[src/rtl/de_scoreboard_ctrl_if.sv]
// Decode-stage scoreboard bundle: DE instruction fields, AGEX flush, WB retire
// and the scoreboard's stall/issue/status outputs.
interface de_scoreboard_ctrl_if #(
   parameter int REGNOBITS = 5,
   parameter int INFLBITS  = 4
);
   logic                 de_valid;
   logic                 de_rs1_read;
   logic [REGNOBITS-1:0] de_rs1;
   logic                 de_rs2_read;
   logic [REGNOBITS-1:0] de_rs2;
   logic                 de_wr_reg;
   logic [REGNOBITS-1:0] de_rd;
   logic                 de_serialize;
   logic                 br_flush;
   logic                 wr_reg_WB;
   logic [REGNOBITS-1:0] wregno_WB;
   logic                 stall_DE;
   logic                 issue_DE;
   logic [INFLBITS-1:0]  inflight;
   logic                 drain_busy;
   logic                 sb_err;

   // Pipeline side: presents DE/AGEX/WB information, consumes stall/issue.
   modport master (
      output de_valid, de_rs1_read, de_rs1, de_rs2_read, de_rs2,
             de_wr_reg, de_rd, de_serialize, br_flush, wr_reg_WB, wregno_WB,
      input  stall_DE, issue_DE, inflight, drain_busy, sb_err
   );

   // Scoreboard side.
   modport slave (
      input  de_valid, de_rs1_read, de_rs1, de_rs2_read, de_rs2,
             de_wr_reg, de_rd, de_serialize, br_flush, wr_reg_WB, wregno_WB,
      output stall_DE, issue_DE, inflight, drain_busy, sb_err
   );
endinterface

[src/rtl/de_scoreboard_ctrl.sv]
// Per-register pending-writer scoreboard and DE issue control.
// A register is busy while it has outstanding writers, except that the last
// writer retiring in WB this cycle frees it (the regfile writes on negedge).
// CSR instructions wait in DE until no tracked write is in flight.
//
// state   | meaning
// --------+-----------------------------------------------------------
// S_RUN   | normal issue; hazards decided by scoreboard + WB release
// S_DRAIN | CSR waiting in DE; stall until in-flight writes reach zero
module de_scoreboard_ctrl #(
   parameter int NREGS     = 32,
   parameter int REGNOBITS = 5,
   parameter int CNTBITS   = 2,
   parameter int INFLBITS  = 4
) (
   input  logic                 clk,
   input  logic                 reset,
   de_scoreboard_ctrl_if.slave  sb
);

   typedef enum logic {S_RUN, S_DRAIN} state_t;

   localparam logic [CNTBITS-1:0]  CNT_MAX  = '1;
   localparam logic [CNTBITS-1:0]  CNT_ONE  = {{(CNTBITS-1){1'b0}}, 1'b1};
   localparam logic [INFLBITS-1:0] INFL_MAX = '1;
   localparam logic [INFLBITS-1:0] INFL_ONE = {{(INFLBITS-1){1'b0}}, 1'b1};

   state_t               state_q, state_nxt;
   logic [CNTBITS-1:0]   cnt_q   [NREGS];
   logic [CNTBITS-1:0]   cnt_nxt [NREGS];
   logic [INFLBITS-1:0]  inflight_q, infl_nxt, infl_after_wb;
   logic                 err_q, err_set;

   logic                 rel_any, rel_rs1, rel_rs2, rel_rd;
   logic                 busy_rs1, busy_rs2;
   logic                 haz, full, ser_haz;
   logic                 stall, issue, inc_any;
   logic [NREGS-1:0]     inc_vec, dec_vec;

   // Hazard evaluation and combinational stall/issue.
   always_comb begin
      rel_any  = sb.wr_reg_WB & (sb.wregno_WB != '0);
      rel_rs1  = rel_any & (sb.wregno_WB == sb.de_rs1);
      rel_rs2  = rel_any & (sb.wregno_WB == sb.de_rs2);
      rel_rd   = rel_any & (sb.wregno_WB == sb.de_rd);
      // cnt_q[0] is held at zero, so x0 is never busy or full.
      busy_rs1 = cnt_q[sb.de_rs1] > {{(CNTBITS-1){1'b0}}, rel_rs1};
      busy_rs2 = cnt_q[sb.de_rs2] > {{(CNTBITS-1){1'b0}}, rel_rs2};
      haz      = (sb.de_rs1_read & busy_rs1) | (sb.de_rs2_read & busy_rs2);
      full     = sb.de_wr_reg & (sb.de_rd != '0) &
                 (cnt_q[sb.de_rd] == CNT_MAX) & ~rel_rd;
      infl_after_wb = inflight_q - {{(INFLBITS-1){1'b0}}, rel_any};
      ser_haz  = (sb.de_serialize & (infl_after_wb != '0)) | (state_q == S_DRAIN);
      stall    = sb.de_valid & ~sb.br_flush & (haz | full | ser_haz);
      issue    = sb.de_valid & ~sb.br_flush & ~stall;
      inc_any  = issue & sb.de_wr_reg & (sb.de_rd != '0);
   end

   // Per-register increment/decrement strobes and next counter values.
   always_comb begin
      err_set = 1'b0;
      inc_vec = '0;
      dec_vec = '0;
      for (int r = 0; r < NREGS; r++) begin
         cnt_nxt[r] = cnt_q[r];
         if (r != 0) begin
            inc_vec[r] = inc_any & (sb.de_rd == REGNOBITS'(r));
            dec_vec[r] = rel_any & (sb.wregno_WB == REGNOBITS'(r));
            if (inc_vec[r] & ~dec_vec[r]) begin
               if (cnt_q[r] == CNT_MAX) err_set = 1'b1;
               else                     cnt_nxt[r] = cnt_q[r] + CNT_ONE;
            end else if (dec_vec[r] & ~inc_vec[r]) begin
               if (cnt_q[r] == '0) err_set = 1'b1;
               else                cnt_nxt[r] = cnt_q[r] - CNT_ONE;
            end
         end
      end
   end

   // Total in-flight count: net of this cycle's issue and retire, saturating.
   always_comb begin
      infl_nxt = inflight_q;
      if (inc_any & ~rel_any) begin
         if (inflight_q != INFL_MAX) infl_nxt = inflight_q + INFL_ONE;
      end else if (rel_any & ~inc_any) begin
         if (inflight_q != '0) infl_nxt = inflight_q - INFL_ONE;
      end
   end

   // RUN/DRAIN next-state; a flush abandons the drain since the CSR is gone.
   always_comb begin
      state_nxt = state_q;
      case (state_q)
         S_RUN:   if (sb.de_valid & sb.de_serialize & ~sb.br_flush & ser_haz)
                     state_nxt = S_DRAIN;
         S_DRAIN: if ((infl_nxt == '0) | sb.br_flush)
                     state_nxt = S_RUN;
         default: state_nxt = S_RUN;
      endcase
   end

   // State register for FSM, counters, in-flight total and sticky error.
   always_ff @(posedge clk or posedge reset) begin
      if (reset) begin
         state_q    <= S_RUN;
         inflight_q <= '0;
         err_q      <= 1'b0;
         for (int r = 0; r < NREGS; r++) cnt_q[r] <= '0;
      end else begin
         state_q    <= state_nxt;
         inflight_q <= infl_nxt;
         err_q      <= err_q | err_set;
         for (int r = 0; r < NREGS; r++) cnt_q[r] <= cnt_nxt[r];
      end
   end

   // Output drive.
   always_comb begin
      sb.stall_DE   = stall;
      sb.issue_DE   = issue;
      sb.inflight   = inflight_q;
      sb.drain_busy = (state_q == S_DRAIN);
      sb.sb_err     = err_q;
   end

endmodule
[src/flat_wrapper.sv]
// flat-port wrapper written by rule: the top's interface ports become plain ports
module de_scoreboard_ctrl_flat 
#(
   parameter int NREGS     = 32,
   parameter int REGNOBITS = 5,
   parameter int CNTBITS   = 2,
   parameter int INFLBITS  = 4
)
  (clk, reset, sb_de_valid, sb_de_rs1_read, sb_de_rs1, sb_de_rs2_read, sb_de_rs2, sb_de_wr_reg, sb_de_rd, sb_de_serialize, sb_br_flush, sb_wr_reg_WB, sb_wregno_WB, sb_stall_DE, sb_issue_DE, sb_inflight, sb_drain_busy, sb_sb_err);
  de_scoreboard_ctrl_if #(.REGNOBITS(REGNOBITS), .INFLBITS(INFLBITS)) sb_i ();
  input  logic clk;
  input  logic reset;
  input wire logic [$bits(sb_i.de_valid)-1:0] sb_de_valid;
  input wire logic [$bits(sb_i.de_rs1_read)-1:0] sb_de_rs1_read;
  input wire logic [$bits(sb_i.de_rs1)-1:0] sb_de_rs1;
  input wire logic [$bits(sb_i.de_rs2_read)-1:0] sb_de_rs2_read;
  input wire logic [$bits(sb_i.de_rs2)-1:0] sb_de_rs2;
  input wire logic [$bits(sb_i.de_wr_reg)-1:0] sb_de_wr_reg;
  input wire logic [$bits(sb_i.de_rd)-1:0] sb_de_rd;
  input wire logic [$bits(sb_i.de_serialize)-1:0] sb_de_serialize;
  input wire logic [$bits(sb_i.br_flush)-1:0] sb_br_flush;
  input wire logic [$bits(sb_i.wr_reg_WB)-1:0] sb_wr_reg_WB;
  input wire logic [$bits(sb_i.wregno_WB)-1:0] sb_wregno_WB;
  output wire logic [$bits(sb_i.stall_DE)-1:0] sb_stall_DE;
  output wire logic [$bits(sb_i.issue_DE)-1:0] sb_issue_DE;
  output wire logic [$bits(sb_i.inflight)-1:0] sb_inflight;
  output wire logic [$bits(sb_i.drain_busy)-1:0] sb_drain_busy;
  output wire logic [$bits(sb_i.sb_err)-1:0] sb_sb_err;
  assign sb_i.de_valid = sb_de_valid;
  assign sb_i.de_rs1_read = sb_de_rs1_read;
  assign sb_i.de_rs1 = sb_de_rs1;
  assign sb_i.de_rs2_read = sb_de_rs2_read;
  assign sb_i.de_rs2 = sb_de_rs2;
  assign sb_i.de_wr_reg = sb_de_wr_reg;
  assign sb_i.de_rd = sb_de_rd;
  assign sb_i.de_serialize = sb_de_serialize;
  assign sb_i.br_flush = sb_br_flush;
  assign sb_i.wr_reg_WB = sb_wr_reg_WB;
  assign sb_i.wregno_WB = sb_wregno_WB;
  assign sb_stall_DE = sb_i.stall_DE;
  assign sb_issue_DE = sb_i.issue_DE;
  assign sb_inflight = sb_i.inflight;
  assign sb_drain_busy = sb_i.drain_busy;
  assign sb_sb_err = sb_i.sb_err;
  de_scoreboard_ctrl #(.NREGS(NREGS), .REGNOBITS(REGNOBITS), .CNTBITS(CNTBITS), .INFLBITS(INFLBITS)) u_core (.clk(clk), .reset(reset), .sb(sb_i));
endmodule
[config.mk]
export PLATFORM = sky130hd
export DESIGN_NAME = de_scoreboard_ctrl_flat
export DESIGN_NICKNAME = d
export VERILOG_FILES = /design/src/rtl/de_scoreboard_ctrl_if.sv /design/src/rtl/de_scoreboard_ctrl.sv /design/src/flat_wrapper.sv
export SDC_FILE = /design/constraint.sdc
export NUM_CORES = 1
export LEC_CHECK = 0
export ABC_AREA = 1
export CAP_MARGIN = 20
export CORE_MARGIN = 2
export CORE_UTILIZATION = 40
export DETAILED_ROUTE_END_ITERATION = 8
export GPL_TIMING_DRIVEN = 0
export PLACE_DENSITY = 0.58
export SYNTH_ARGS = -nofsm -noshare
export SYNTH_HDL_FRONTEND = slang
export SYNTH_SLANG_ARGS = --single-unit
[constraint.sdc]
create_clock -name clk -period 3.4 [get_ports clk]
set_input_delay 0.34 -clock clk [delete_from_list [all_inputs] [get_ports clk]]
set_output_delay 0.34 -clock clk [all_outputs]
set_load 0.01 [all_outputs]
==> results.py, run 1 <==
metrics = {
    "status": {
        "status": "complete, no violations",
    },
    "critical_path": {
        "critPathKind": "flip-flop to flip-flop",
        "crit_arrival_ns": 3.55,
        "critical-path-max-stage-delay_ns": 0.42,
        "r2r_slack_ns": 0.07,
        "cp_max_fo": 5,
        "cp.required_ns": 3.62,
        "critPathBufInv": 3,
        "slowest_stage": "dfrtp_1",
        "worstSetupStartpoint": "u_core.cnt_q[44]",
        "critPathTopFamily": "simple AND/OR/NAND/NOR gates",
        "endpoint_kind": "flip-flop",
        "reg2reg_depth": 20,
        "r2r-end": "u_core.sb.sb_err",
        "startpoint_type": "flip-flop",
        "crit-reg2reg-launch": "u_core.cnt_q[44]",
        "critical_path_depth": 20,
        "cp_cell_sequence": "buf_6 -> o21ai_2 -> o211ai_1 -> a31oi_1 -> a32o_2 -> ha_4 -> or2_4 -> nand3_4 -> nand2_4 -> nand2_4 -> nor2_4 -> buf_6 -> buf_8 -> nand4_1 -> nand3_2 -> o21ai_2 -> nor2_2 -> nand2_1 -> nor2_2 -> nand3_1",
        "cp-endpoint": "u_core.sb.sb_err",
    },
    "floorplan": {
        "die_h_um": 133,
        "dieArea_um2": 17700,
        "coreArea_um2": 16400,
        "start_util_pct": 40.5,
        "io_pins": 37,
        "rows": 47,
        "die_w_um": 133,
    },
    "logic_synthesis": {
        "synth_commonest_cells": "nand2_1, nor2_1, nand3_1",
        "yosysMostFrequentCell": "nand2_1",
        "synth_seq_area_share_pct": 25.6,
        "yosysTopAreaCellShare_pct": 25.6,
        "synth.avg_cell_area_um2": 5.85,
        "synth_edf_count": 0,
        "synthTopCellsByArea": "dfrtp_1, nand2_1, nor2_1",
        "syn_area_um2": 6650,
        "synth_ff_type": "dfrtp_1",
        "syn_nets": 1172,
        "ys_ff_latch": 68,
        "synth_top_area_cell": "dfrtp_1",
        "syn_inst": 1138,
        "yosysWarnings": 0,
        "ys_types": 45,
        "synthArstFlopShare_pct": 100,
    },
    "global_routing": {
        "antenna_found_initial": 0,
        "grt_pass1_vias": 7096,
        "track_usage_pct": 30.9,
        "overflow": 0,
        "grt_max_degree": 38,
        "grt_pass1_wl_um": 41200,
    },
    "sta": {
        "grt_setup_unrepaired": "yes",
        "setup_violations": 0,
        "post-route-period-util_pct": 98.0,
        "worstMarginPinSlew_ns": 0.637,
        "hold_violations": 0,
        "slew-limit-headroom_pct": 57.6,
        "fmax_mhz": 300,
        "timing_max_transition_violations_final": 0,
        "fin_crit_ns": 3.33,
        "skew_ns": 0.00850,
    },
    "power": {
        "power.share.combinational_pct": 36.4,
        "p_clk_share_pct": 30.9,
        "pwr_density_cell_nw_per_um2": 426,
        "peakVddDrop_mv": 0.276,
        "p_sw_share_pct": 37.6,
        "p_int_mw": 2.23,
        "switchingPower_mw": 1.34,
        "seq_power_share_pct": 32.6,
        "power_leakage_nw": 3.97,
    },
    "place": {
        "dp_hpwl_um": 20400,
        "place_area_um2": 7250,
        "portBuffers": 30,
        "dp.cells": 1389,
        "routabilityCongestion": 0.987,
    },
    "min_path": {
        "hold_class": "input port to async pin",
    },
    "drt": {
        "drt-total-wl_um": 27000,
        "vias": 7930,
        "drcViolationCount": 0,
        "post_drt_wl_per_cell_um": 18.6,
        "first_pass_iters": 6,
        "vias_per_cell": 5.47,
        "drt-initial-drc-count": 881,
        "antenna_left": 0,
    },
    "clock_tree": {
        "tritoncts": "built",
        "h-tree-depth": 3,
        "path_clk_slew_ns": 0.06,
        "clockRootBuffer": "clkbuf_16",
        "insertion_delay_ns": 0.35,
        "cts_buffers": 9,
        "hold_buffers": 0,
        "clock-sinks": 68,
        "cts_buffer_depth": 2,
    },
    "cells_and_area": {
        "fin_cells": 1451,
        "diodes": 0,
        "area_growth_pct": 26.0,
        "final_area_um2": 8380,
        "final.fill_count": 1700,
        "fin_util_pct": 51.1,
        "final_nets": 1260,
        "layout-drive-gt1-share_pct": 15.2,
    },
    "job": {
        "maxCapViolations": 0,
    },
}
## what timing repair did
action	4_1_cts	5_1_grt
setup buffers	26	21
pin swaps	19	28
endpoints found under the hold margin	0	0
cloned	2	0
endpoints found under the setup margin	70	21
resized for setup	111	64
## per-stage QoR
stage | setup slack [ns] | power [mW] | hold slack, ns | setup TNS [ns]
global placement | -1.86 | 2.16 | 0.546 | -90.17
finish | 0.0663 | 3.57 | 0.356 | 0
global route | -0.0582 | 3.78 | 0.411 | -0.105
CTS | -0.00896 | 3.41 | 0.382 | -0.00896
detailed placement | -1.84 | 2.17 | 0.558 | -83.17
floorplan | 0.0641 | 1.79 | 0.493 | 0
## routing by layer
layer | up-vias | global-route usage [%] | share of wire, %
met5 | - | 0 | 0
met4 | 0 | 12.6 | 3.7
met3 | 74 | 8.16 | 9.8
met2 | 366 | 47.5 | 44
met1 | 3646 | 41.1 | 42
li1 | 3844 | - | -
## power by group through the flow
stage / combinational (mW) / sequential [mW] / clock, mW
after detailed placement: 1.01 / 1.16 / 0
final: 1.30 / 1.17 / 1.11
after floorplan: 0.712 / 1.08 / 0
after global routing: 1.43 / 1.18 / 1.16
after global placement: 0.996 / 1.16 / 0
after CTS: 1.13 / 1.15 / 1.12
## final cells by class
class / instances / area, um2 / share of cell area (%)
multi-input cells: 906 / 4470 / 53.3
flip-flops and latches: 68 / 1730 / 20.6
repair buffers: 79 / 712 / 8.50
inverters: 117 / 455 / 5.43
plain buffers: 45 / 400 / 4.78
well taps: 220 / 275 / 3.28
clock buffers: 10 / 229 / 2.73
clock inverters: 6 / 113 / 1.34
## sequential cells by signal, indices dropped and copies added, names as in the netlist
name / count
u_core.cnt_q: 62
u_core.sb.drain_busy: 1
u_core.sb.sb_err: 1
u_core.sb.inflight: 4
## cells by family (layout without fill, tap and decap cells)
| group | Yosys count | in the layout | share of synthesized area, % |
|---|---|---|---|
| compound gates | 159 | 159 | 13.5 |
| xor+xnor | 46 | 46 | 6.06 |
| fa+ha+maj | 6 | 6 | 1.09 |
| buf+inv | 164 | 257 | 10.3 |
| flops | 68 | 68 | 25.6 |
| simple gates | 695 | 695 | 43.5 |
## layout by cell type (no fill, tap or decap), types with 4 or more instances in the layout
master           count
xor2_1              31
nor3_1               5
xnor2_1             15
clkdlybuf4s50_1     21
a31oi_1              4
o21ai_1             17
nand2_1            310
nor2_2               6
ha_1                 4
nand3_1            110
a21oi_2              7
clkbuf_1             7
clkbuf_16           12
dfrtp_1             46
dfrtp_2             22
inv_2               10
buf_6               13
o21bai_1             4
nor2_1             215
nand4_1             19
inv_4                5
a21oi_1             29
o211ai_1            11
buf_2               15
buf_4               49
nand3_2              4
inv_1               99
o21ai_0             69
nand2_4              5
buf_8                4
## worst min-delay path by stage
| stage | end | cells after the start | slack (ns) | startpoint |
|---|---|---|---|---|
| 4_1_cts | u_core.cnt_q[16] | 2 | 0.38 | reset |
| 6_report | u_core.cnt_q[16] | 2 | 0.36 | reset |
| 3_5_place_dp | u_core.cnt_q[2] | 1 | 0.56 | u_core.cnt_q[2] |
| 5_1_grt | u_core.cnt_q[16] | 2 | 0.41 | reset |
| 2_1_floorplan | u_core.sb.drain_busy | 3 | 0.49 | sb_br_flush |
| 3_3_place_gp | u_core.cnt_q[2] | 1 | 0.55 | u_core.cnt_q[2] |
No activity file was read; power rests on OpenSTA's default activity.
==> inputs of run 2 (changes only) <==
--- a/config.mk
+++ b/config.mk
@@ -6,12 +6,13 @@
 export NUM_CORES = 1
 export LEC_CHECK = 0
 export ABC_AREA = 1
-export CAP_MARGIN = 20
+export CAP_MARGIN = 15
 export CORE_MARGIN = 2
 export CORE_UTILIZATION = 40
 export DETAILED_ROUTE_END_ITERATION = 8
 export GPL_TIMING_DRIVEN = 0
 export PLACE_DENSITY = 0.58
+export SLEW_MARGIN = 20
 export SYNTH_ARGS = -nofsm -noshare
 export SYNTH_HDL_FRONTEND = slang
 export SYNTH_SLANG_ARGS = --single-unit
==> results of run 2 <==
The final DEF is identical to that of run 1; final timing and power are the same.
==> inputs of run 3 (changes only) <==
--- a/config.mk
+++ b/config.mk
@@ -9,6 +9,7 @@
 export CAP_MARGIN = 15
 export CORE_MARGIN = 2
 export CORE_UTILIZATION = 40
+export CTS_CLUSTER_DIAMETER = 100
 export DETAILED_ROUTE_END_ITERATION = 8
 export GPL_TIMING_DRIVEN = 0
 export PLACE_DENSITY = 0.58
==> results of run 3 <==
The final DEF is identical to that of run 1; final timing and power are the same.
